===== src/rtl/touch_pkg.sv =====
// Shared constants, FSM state type and helpers for the touch X/Y sampler.
package touch_pkg;

  // ADS7843 control bytes: start, channel, 12-bit, differential, power-down between conversions
  localparam logic [7:0] CMD_X = 8'h90;
  localparam logic [7:0] CMD_Y = 8'hD0;

  // Frame geometry in dclk periods; data bits arrive on rising edges DATA_FIRST..DATA_LAST (1-based)
  localparam int FRAME_DCLKS  = 24;
  localparam int DATA_FIRST   = 10;
  localparam int DATA_LAST    = 21;
  localparam int FRAME_HALVES = 2 * FRAME_DCLKS;

  typedef enum logic [2:0] {
    IDLE    = 3'd0,
    FRAME_X = 3'd1,
    FRAME_Y = 3'd2,
    CHECK   = 3'd3,
    GAP     = 3'd4
  } state_t;

  // True when a 1-based rising-edge number falls inside the conversion data window
  function automatic logic is_data_edge(input logic [4:0] edge_num);
    return (int'(edge_num) >= DATA_FIRST) && (int'(edge_num) <= DATA_LAST);
  endfunction

endpackage


===== src/rtl/touch_spi_frame.sv =====
// One 24-dclk SPI frame to the touch ADC: shifts an 8-bit command out on din,
// clocks 12 result bits in from dout, and pulses o_done when dclk has returned low.
module touch_spi_frame
  import touch_pkg::*;
#(
  parameter int DCLK_DIV = 25
) (
  input  logic        clk,
  input  logic        reset_n,
  input  logic        i_start,
  input  logic [7:0]  i_cmd,
  input  logic        i_dout,
  output logic        o_dclk,
  output logic        o_din,
  output logic        o_done,
  output logic [11:0] o_result
);

  localparam int DIV_W = (DCLK_DIV > 1) ? $clog2(DCLK_DIV) : 1;
  localparam logic [DIV_W-1:0] DIV_LAST  = DIV_W'(DCLK_DIV - 1);
  localparam logic [5:0]       HALF_LAST = 6'(FRAME_HALVES - 1);

  logic             r_active;
  logic [DIV_W-1:0] r_div_cnt;
  logic [5:0]       r_half;
  logic             r_dclk;
  logic [7:0]       r_cmd_sh;
  logic [11:0]      r_shift;
  logic             r_done;

  logic       w_tick;
  logic [4:0] w_rise_num;
  logic       w_capture;

  // A half-period ends on w_tick; when dclk is low the coming toggle is a rising edge
  assign w_tick     = r_active && (r_div_cnt == DIV_LAST);
  assign w_rise_num = r_half[5:1] + 5'd1;
  assign w_capture  = w_tick && !r_dclk && is_data_edge(w_rise_num);

  // Divider, half-period counter, command shifter (falling edges) and result shifter (rising edges)
  always_ff @(posedge clk or negedge reset_n) begin
    if (!reset_n) begin
      r_active  <= 1'b0;
      r_div_cnt <= '0;
      r_half    <= '0;
      r_dclk    <= 1'b0;
      r_cmd_sh  <= '0;
      r_shift   <= '0;
      r_done    <= 1'b0;
    end else begin
      r_done <= 1'b0;
      if (!r_active) begin
        if (i_start) begin
          // Command MSB is on din from the start, a full half-period before the first rising edge
          r_active  <= 1'b1;
          r_div_cnt <= '0;
          r_half    <= '0;
          r_dclk    <= 1'b0;
          r_cmd_sh  <= i_cmd;
        end
      end else if (w_tick) begin
        r_div_cnt <= '0;
        r_dclk    <= ~r_dclk;
        if (r_dclk) begin
          // Falling edge: next command bit; zeros follow once all 8 have gone
          r_cmd_sh <= {r_cmd_sh[6:0], 1'b0};
        end else if (w_capture) begin
          r_shift <= {r_shift[10:0], i_dout};
        end
        if (r_half == HALF_LAST) begin
          r_active <= 1'b0;
          r_done   <= 1'b1;
        end else begin
          r_half <= r_half + 6'd1;
        end
      end else begin
        r_div_cnt <= r_div_cnt + DIV_W'(1);
      end
    end
  end

  assign o_dclk   = r_dclk;
  assign o_din    = r_cmd_sh[7];
  assign o_done   = r_done;
  assign o_result = r_shift;

endmodule


===== src/rtl/touch_xy_sampler.sv =====
// Touch X/Y sampler: debounces the pen interrupt, reads X then Y from an
// ADS7843-style ADC in back-to-back frames, rejects zero readings and holds
// the top 8 bits of each axis. Optional macro TOUCH_AVG_EN averages four
// accepted pairs before each update.
module touch_xy_sampler
  import touch_pkg::*;
#(
  parameter int DCLK_DIV     = 25,
  parameter int DEBOUNCE_CYC = 50000,
  parameter int GAP_CYC      = 5000
) (
  input  logic       clk,
  input  logic       reset_n,
  input  logic       penirq_n,
  input  logic       adc_dout,
  output logic       adc_dclk,
  output logic       adc_din,
  output logic       adc_cs_n,
  output logic [7:0] x_hold,
  output logic [7:0] y_hold,
  output logic       sample_valid,
  output logic       pen_down
);

  localparam int DEB_W = (DEBOUNCE_CYC > 1) ? $clog2(DEBOUNCE_CYC) : 1;
  localparam int GAP_W = (GAP_CYC > 1) ? $clog2(GAP_CYC) : 1;
  localparam logic [DEB_W-1:0] DEB_LAST = DEB_W'(DEBOUNCE_CYC - 1);
  localparam logic [GAP_W-1:0] GAP_LAST = GAP_W'(GAP_CYC - 1);

  state_t           r_state;
  state_t           w_state_next;
  logic             r_pen_meta;
  logic             r_pen_sync;
  logic [DEB_W-1:0] r_deb_cnt;
  logic [GAP_W-1:0] r_gap_cnt;
  logic             r_cs_n;
  logic             r_pen_down;
  logic [11:0]      r_x_raw;
  logic [11:0]      r_y_raw;
  logic [7:0]       r_x_hold;
  logic [7:0]       r_y_hold;
  logic             r_sample_valid;

  logic        w_start;
  logic [7:0]  w_cmd;
  logic        w_frame_done;
  logic [11:0] w_result;
  logic        w_deb_done;
  logic        w_gap_done;
  logic        w_accept;
  logic        w_to_idle;

  touch_spi_frame #(
    .DCLK_DIV (DCLK_DIV)
  ) u_frame (
    .clk      (clk),
    .reset_n  (reset_n),
    .i_start  (w_start),
    .i_cmd    (w_cmd),
    .i_dout   (adc_dout),
    .o_dclk   (adc_dclk),
    .o_din    (adc_din),
    .o_done   (w_frame_done),
    .o_result (w_result)
  );

  assign w_deb_done = !r_pen_sync && (r_deb_cnt == DEB_LAST);
  assign w_gap_done = (r_gap_cnt == GAP_LAST);
  assign w_accept   = (r_state == CHECK) && (r_x_raw != 12'd0) && (r_y_raw != 12'd0);
  assign w_to_idle  = (r_state == GAP) && w_gap_done && r_pen_sync;

  // Two-flop synchroniser for the asynchronous pen interrupt (idles high = not touched)
  always_ff @(posedge clk or negedge reset_n) begin
    if (!reset_n) begin
      r_pen_meta <= 1'b1;
      r_pen_sync <= 1'b1;
    end else begin
      r_pen_meta <= penirq_n;
      r_pen_sync <= r_pen_meta;
    end
  end

  // State register plus chip select registered from the next state so it never glitches
  always_ff @(posedge clk or negedge reset_n) begin
    if (!reset_n) begin
      r_state <= IDLE;
      r_cs_n  <= 1'b1;
    end else begin
      r_state <= w_state_next;
      r_cs_n  <= !((w_state_next == FRAME_X) || (w_state_next == FRAME_Y));
    end
  end

  // Next-state logic and frame launch; Y frame starts the clock after X finishes, cs_n stays low
  always_comb begin
    w_state_next = r_state;
    w_start      = 1'b0;
    w_cmd        = CMD_X;
    case (r_state)
      IDLE: begin
        if (w_deb_done) begin
          w_state_next = FRAME_X;
          w_start      = 1'b1;
        end
      end
      FRAME_X: begin
        if (w_frame_done) begin
          w_state_next = FRAME_Y;
          w_start      = 1'b1;
          w_cmd        = CMD_Y;
        end
      end
      FRAME_Y: begin
        if (w_frame_done) begin
          w_state_next = CHECK;
        end
      end
      CHECK: begin
        w_state_next = GAP;
      end
      GAP: begin
        if (w_gap_done) begin
          if (!r_pen_sync) begin
            w_state_next = FRAME_X;
            w_start      = 1'b1;
          end else begin
            w_state_next = IDLE;
          end
        end
      end
      default: begin
        w_state_next = IDLE;
      end
    endcase
  end

  // Debounce and gap timers; a high pen sample in IDLE restarts the debounce count
  always_ff @(posedge clk or negedge reset_n) begin
    if (!reset_n) begin
      r_deb_cnt <= '0;
      r_gap_cnt <= '0;
    end else begin
      if ((r_state == IDLE) && !r_pen_sync && !w_deb_done) begin
        r_deb_cnt <= r_deb_cnt + DEB_W'(1);
      end else begin
        r_deb_cnt <= '0;
      end
      if ((r_state == GAP) && !w_gap_done) begin
        r_gap_cnt <= r_gap_cnt + GAP_W'(1);
      end else begin
        r_gap_cnt <= '0;
      end
    end
  end

  // Debounced pen status and raw conversion capture at the end of each frame
  always_ff @(posedge clk or negedge reset_n) begin
    if (!reset_n) begin
      r_pen_down <= 1'b0;
      r_x_raw    <= '0;
      r_y_raw    <= '0;
    end else begin
      if ((r_state == IDLE) && w_deb_done) begin
        r_pen_down <= 1'b1;
      end else if (w_to_idle) begin
        r_pen_down <= 1'b0;
      end
      if ((r_state == FRAME_X) && w_frame_done) begin
        r_x_raw <= w_result;
      end
      if ((r_state == FRAME_Y) && w_frame_done) begin
        r_y_raw <= w_result;
      end
    end
  end

`ifdef TOUCH_AVG_EN
  logic [13:0] r_sum_x;
  logic [13:0] r_sum_y;
  logic [1:0]  r_avg_cnt;
  logic [13:0] w_sum_x_total;
  logic [13:0] w_sum_y_total;

  assign w_sum_x_total = r_sum_x + {2'b00, r_x_raw};
  assign w_sum_y_total = r_sum_y + {2'b00, r_y_raw};

  // Accumulate accepted pairs; every fourth one publishes the averaged top byte and clears
  always_ff @(posedge clk or negedge reset_n) begin
    if (!reset_n) begin
      r_sum_x        <= '0;
      r_sum_y        <= '0;
      r_avg_cnt      <= '0;
      r_x_hold       <= '0;
      r_y_hold       <= '0;
      r_sample_valid <= 1'b0;
    end else begin
      r_sample_valid <= 1'b0;
      if (w_to_idle) begin
        r_sum_x   <= '0;
        r_sum_y   <= '0;
        r_avg_cnt <= '0;
      end else if (w_accept) begin
        if (r_avg_cnt == 2'd3) begin
          r_x_hold       <= w_sum_x_total[13:6];
          r_y_hold       <= w_sum_y_total[13:6];
          r_sample_valid <= 1'b1;
          r_sum_x        <= '0;
          r_sum_y        <= '0;
          r_avg_cnt      <= '0;
        end else begin
          r_sum_x   <= w_sum_x_total;
          r_sum_y   <= w_sum_y_total;
          r_avg_cnt <= r_avg_cnt + 2'd1;
        end
      end
    end
  end
`else
  // Every accepted pair updates both bytes together with a one-clock valid pulse
  always_ff @(posedge clk or negedge reset_n) begin
    if (!reset_n) begin
      r_x_hold       <= '0;
      r_y_hold       <= '0;
      r_sample_valid <= 1'b0;
    end else begin
      r_sample_valid <= 1'b0;
      if (w_accept) begin
        r_x_hold       <= r_x_raw[11:4];
        r_y_hold       <= r_y_raw[11:4];
        r_sample_valid <= 1'b1;
      end
    end
  end
`endif

  assign adc_cs_n     = r_cs_n;
  assign x_hold       = r_x_hold;
  assign y_hold       = r_y_hold;
  assign sample_valid = r_sample_valid;
  assign pen_down     = r_pen_down;

endmodule

===== config.mk =====
export PLATFORM = sky130hd
export DESIGN_NAME = touch_xy_sampler
export DESIGN_NICKNAME = d
export VERILOG_FILES = /design/src/rtl/touch_pkg.sv /design/src/rtl/touch_spi_frame.sv /design/src/rtl/touch_xy_sampler.sv
export SDC_FILE = /design/constraint.sdc
export NUM_CORES = 1
export LEC_CHECK = 0
export ABC_CLOCK_PERIOD_IN_PS = 2500
export CAP_MARGIN = 30
export CORE_MARGIN = 5
export CORE_UTILIZATION = 48
export DETAILED_ROUTE_END_ITERATION = 8
export PLACE_DENSITY = 0.65
export SYNTH_ARGS = -nofsm -noshare
export SYNTH_HDL_FRONTEND = slang
export SYNTH_SLANG_ARGS = --single-unit

===== constraint.sdc =====
create_clock -name clk -period 2.5 [get_ports clk]
set_clock_uncertainty 0.15 [all_clocks]
set_input_delay 0.25 -clock clk [delete_from_list [all_inputs] [get_ports clk]]
set_output_delay 0.25 -clock clk [all_outputs]
set_load 0.005 [all_outputs]

==> impl_metrics.toml, run 1 <==
[run_status]
run_status = "finished clean"

[global_route]
antenna_found_initial = 0
grt_first_pass_wirelength_um = 14800
grt_pass1_vias = 3028
grt_max_degree = 58
grt_use_total = 0.155
overflow = 0

[logic_synthesis]
yosysTopAreaCellShare = 0.540
syn_nets = 416
ys_ff_latch = 107
ys.flop_type = "dfrtp_1"
ys_top_cells_by_area = "dfrtp_1 (54%), mux2_2 (9.8%), nor2_1 (3.7%)"
async_flop_share = 1.00
synth-edff-count = 0
syn_area_per_cell_um2 = 11.9
synth_cells = 404
netlist_area_um2 = 4820
ys_seq_area_frac = 0.556
ys_types = 49
yosysTopAreaCell = "dfrtp_1"
ys.warnings.count = 0

[die]
core_um2 = 9770
die_y_um = 110
die_w_um = 110
start_util = 0.493
placementRows = 36
die_area_um2 = 12100
num_io_pins = 25

[sta]
whs_ps = 105
rsz0062_at_grt = "no"
hold_viol_final = 0
max_slew_margin = 0.636
tightest_slew_ps = 546
finalSetupTns_ps = 0
drv_slew = 0
post-route-period-util = 0.953
fmax_mhz = 420
period_minus_slack_ps = 2380
setup_viol = 0

[worst_hold_path]
hp-class = "primary input to async pin"

[clocking]
cts_sinks = 107
htree_num_levels = 3
cts-root-buf = "clkbuf_8"
cts_buffer_depth = 2
cts_tree = "yes"
clk_pin_slew_worst_paths_ps = 110
numCtsBuffers = 9
insertion_delay_ps = 370

[run]
max-cap-violations = 0

[worst_setup_path]
worstSetupStartpointType = "flip-flop"
cp-end-kind = "flip-flop"
arrival_ps = 2480
cp_slowest_cell = "dfrtp_1"
slowest_delay_ps = 440
critPathMaxFanout = 10
required_ps = 2600
worstPathCellList = "inv_1 > ha_2 > nand4b_4 > or3_1 > nor4_2 > a31o_2 > buf_12 > mux2_4"
path_delay_family = "simple AND/OR/NAND/NOR gates"
cp_num_buf_inv = 2
criticalPathCategory = "flip-flop to flip-flop"

[place]
port_buffers = 24
gp_congestion = 0.829
dp_hpwl_um = 5930

[route]
drt_iter0_drc = 101
wl_per_cell_um = 14.9
dr_total_vias = 3025
drt_pass1_iterations = 4
drc = 0
wirelength_um = 8620
ant_nets = 0
avgViaCountPerCell = 5.23

[layout]
nNetsFinal = 452
drive_above_1_share = 0.220
antennaDiodeCount = 0
area_growth_pct = 14.3

[power_and_ir_drop]
vdd_drop_max_mv = 0.273
power.density_nw_per_um2 = 517
power.static_leakage_nw = 2.50
synthesized netlist by cell type, types with 3 or more instances:
master / instances
nor2b_1: 3
nor2_1: 47
o21ai_0: 7
o22ai_1: 4
xor2_1: 17
mux2i_1: 4
nor3_1: 7
nand2b_1: 3
a21oi_1: 6
and3_1: 6
dfstp_2: 3
or4bb_1: 3
ha_1: 8
nor4_1: 8
buf_2: 4
nand2_1: 28
mux2_2: 42
nand3_1: 22
inv_1: 9
clkbuf_1: 5
nand4_1: 3
a31oi_1: 3
a31o_2: 3
mux2_4: 10
dfrtp_1: 104
xnor2_1: 15
power breakdown:
group          switching (mW)  internal, mW  total (mW)
combinational          0.0424        0.0148      0.0572
sequential            0.00499          1.74        1.74
clock                   0.650         0.400        1.05
total                   0.697          2.15        2.85
path summary, 6_finish.rpt:
kind	endpoint	slack (ps)	cells after the start	from
max in group asynchronous	u_frame.o_result[6]$_DFFE_PN0P_	1350	3	reset_n
max	u_frame.o_result[9]$_DFFE_PN0P_	120	8	u_frame.r_div_cnt[0]$_DFFE_PN0P_
max reg2reg	u_frame.o_result[9]$_DFFE_PN0P_	120	8	u_frame.r_div_cnt[0]$_DFFE_PN0P_
min reg2reg	r_pen_sync$_DFF_PN1_	200	0	r_pen_meta$_DFF_PN1_
min in group clk	r_pen_meta$_DFF_PN1_	150	1	penirq_n
min	r_gap_cnt[7]$_DFF_PN0_	100	2	reset_n
logic make-up after synthesis:
group                      share of synthesized area
muxes                                          0.138
adders and majority gates                     0.0208
and+or+nand+nor                                0.158
AOI/OAI and AO/OA                             0.0467
xor gates and xnor gates                      0.0581
buffers and inverters                         0.0231
DFF                                            0.556
timing repair:
item,in CTS,in global routing
hold buffers,1,0
buffers inserted,0,1
setup endpoints to repair,0,11
endpoints found under the hold margin,105,0
resized for setup,0,3
per-layer routing:
layer	routed length, um	global-route usage	part of all wire
met1	4220	0.215	0.49
met4	110	0.0624	0.013
met2	4120	0.242	0.48
met5	0	0	0
met3	177	0.0280	0.021
cells in the final DEF, fill, tap and decap left out, types with 9 or more instances in the layout:
cell	n
dfrtp_1	104
buf_4	10
nand2_1	28
inv_1	9
xor2_1	17
xnor2_1	15
nor2_1	47
mux2_2	42
nand3_1	22
clkdlybuf4s50_1	23
mux2_4	10
clkbuf_8	9
registers in the layout, indices dropped and copies added (netlist names), 4 cells and up:
signal / count
u_frame.o_result: 12
u_frame.r_cmd_sh: 4
x_hold: 8
r_y_raw: 12
r_deb_cnt: 16
r_x_raw: 12
y_hold: 8
u_frame.r_div_cnt: 5
r_gap_cnt: 13
u_frame.r_half: 6
layout make-up:
class                           count  area (um^2)
Tap cell                          133          166
Timing Repair Buffer               37          375
Inverter                           10         37.5
Sequential cell                   107         2680
Fill cell                         838         4270
Clock inverter                      7         83.8
Clock buffer                        9          124
Multi-Input combinational cell    275         2040
metrics by stage:
step	utilization	area [um^2]	setup slack (ps)	total power, mW	cells
floorplan	-	4820	221	1.79	404
global placement	0.539	5270	165	1.83	560
finish	0.564	5510	117	2.85	578
global route	0.564	5510	11.3	2.97	578
detailed placement	0.539	5270	113	1.83	560
CTS	0.562	5490	76.8	2.91	577
No activity file was read; power rests on OpenSTA's default activity.
==> inputs of run 2 (changes only) <==
--- a/config.mk
+++ b/config.mk
@@ -7,6 +7,7 @@
 export LEC_CHECK = 0
 export ABC_CLOCK_PERIOD_IN_PS = 2500
 export CAP_MARGIN = 30
+export CORE_ASPECT_RATIO = 0.75
 export CORE_MARGIN = 5
 export CORE_UTILIZATION = 48
 export DETAILED_ROUTE_END_ITERATION = 8
==> run 2 against run 1 <==
Against the previous run: die area rose by 0.17%; worst hold slack improved by 62 ps; flip-flop and latch count is the same; register-to-register slack gained 110 ps; global-route usage is 0.92 points lower; via count is 0.86% lower; sequential power about the same; critical path depth is the same; largest cell class unchanged.
==> impl_metrics.toml, run 2 (same netlist as run 1, synthesis figures left out) <==
[clocking]
insertion_delay_ps = 340
numCtsBuffers = 9
cts_buffer_depth = 2
cts_sinks = 107
htree_num_levels = 3
cts-root-buf = "clkbuf_16"
cts_tree = "yes"
post-cts-setup-buffers = 0
clk_pin_slew_worst_paths_ps = 70

[sta]
rsz0062_at_grt = "no"
fmax_mhz = 440
finalSetupTns_ps = 0
max_slew_margin = 0.587
hold_viol_final = 0
tightest_slew_ps = 615
setup_slack_ps = 226
setup_viol = 0
post-route-period-util = 0.910
period_minus_slack_ps = 2270
drv_slew = 0

[global_route]
antenna_found_initial = 0
grt_pass1_vias = 2919
grt_max_degree = 56
grt_first_pass_wirelength_um = 14500
overflow = 0
grt_use_total = 0.146

[place]
port_buffers = 24
pre_cts_ws_ps = 103
dp_hpwl_um = 5770
gp_congestion = 0.841

[worst_setup_path]
arrival_ps = 2360
cp.depth = 8
slowest_delay_ps = 420
r2r_slack_ps = 230
cp_slowest_cell = "dfrtp_1"
worstPathCellList = "inv_1 > ha_2 > nand4b_4 > or3_1 > a21oi_1 > a31o_2 > buf_12 > mux2_2"
r2r_cells = 8
required_ps = 2580
path_delay_family = "simple AND/OR/NAND/NOR gates"
worstSetupStartpointType = "flip-flop"
criticalPathCategory = "flip-flop to flip-flop"
critPathMaxFanout = 11
cp_num_buf_inv = 2
cp-end-kind = "flip-flop"

[layout]
top_register = "r_deb_cnt"
nNetsFinal = 451
drive_above_1_share = 0.216
reg.largest.list = "r_deb_cnt (16), r_gap_cnt (13)"
largest_reg_flops = 16
final_cell_mix = "dfrtp_1 (104), nor2_1 (47), mux2_2 (42), nand2_1 (28), clkdlybuf4s50_1 (23)"
area_growth_pct = 15.9
antennaDiodeCount = 0
layout_commonest_cell = "dfrtp_1"

[route]
dr_total_vias = 2999
ant_nets = 0
drt_pass1_iterations = 4
avgViaCountPerCell = 5.21
wl_per_cell_um = 14.5
drc = 0
drt_iter0_drc = 180
wirelength_um = 8330

[die]
die_w_um = 126
core_um2 = 9740
die_y_um = 96.8
num_io_pins = 25
placementRows = 31
start_util = 0.495
die_area_um2 = 12200

[power_and_ir_drop]
vdd_drop_max_mv = 0.375
power.static_leakage_nw = 2.53
power.density_nw_per_um2 = 578
total_power_mw = 3.23

[worst_hold_path]
hold_depth = 1
hp-class = "primary input to flip-flop"

[run_status]
run_status = "finished clean"

[run]
max-cap-violations = 0
run 2: cell count changes in the layout (fill, tap and decap cells not counted):
cell and delta:
buf_12 -1, bufinv_16 +1, clkbuf_1 +1, clkbuf_16 +9, clkbuf_8 -8, clkinv_4 +1, clkinv_8 -3, clkinvlp_4 +2
inv_6 -3
run 2: worst paths after layout:
kind	from	endpoint
worst min-delay path	penirq_n	r_pen_meta$_DFF_PN1_
worst max-delay path	u_frame.r_div_cnt[0]$_DFFE_PN0P_	u_frame.o_result[1]$_DFFE_PN0P_
worst min register to register	r_pen_meta$_DFF_PN1_	r_pen_sync$_DFF_PN1_
max in group asynchronous	reset_n	r_x_raw[4]$_DFFE_PN0P_
worst max register to register	u_frame.r_div_cnt[0]$_DFFE_PN0P_	u_frame.o_result[1]$_DFFE_PN0P_
min in group asynchronous	reset_n	r_gap_cnt[8]$_DFF_PN0_
run 2: final cells by class:
cell class	instances	area, um^2
Multi-Input combinational cell	275	2040
Timing Repair Buffer	36	355
Inverter	10	37.5
Fill cell	824	4150
Sequential cell	107	2680
Clock inverter	5	62.6
Clock buffer	11	243
Tap cell	132	165
run 2: timing repair:
item	4_1_cts	5_1_grt
hold buffers	1	0
hold endpoints to repair	72	0
resized for setup	0	3
setup endpoints to repair	0	12
run 2: metrics by stage:
step / area (um^2) / util / cells / hold slack [ps]
finish: 5590 / 0.574 / 576 / 167
global route: 5590 / 0.574 / 576 / 153
CTS: 5570 / 0.572 / 576 / 161
detailed placement: 5260 / 0.540 / 559 / 8.32
global placement: 5260 / 0.540 / 559 / 1.81
floorplan: 4820 / - / 404 / -196
run 2: worst register-to-register path, cell delays in order, from the launching register on:
cell and delay, ps:
dfrtp_1 420, inv_1 80, ha_2 210, nand4b_4 110, or3_1 370, a21oi_1 140
a31o_2 210, buf_12 150, mux2_2 330
run 2: report_power, final:
part	leakage, nW	total [mW]	switching (mW)	internal, mW
Combinational	0.902	0.0562	0.0424	0.0139
Sequential	1.48	1.74	0.00489	1.74
Clock	0.142	1.43	0.621	0.808
run 2: layer usage:
metal | up-vias | routed length (um) | GRT usage
met1 | 1457 | 4370 | 0.221
met4 | 0 | 100 | 0.0425
met2 | 34 | 3600 | 0.202
met5 | - | 0 | 0
li1 | 1497 | - | -
met3 | 11 | 251 | 0.0413
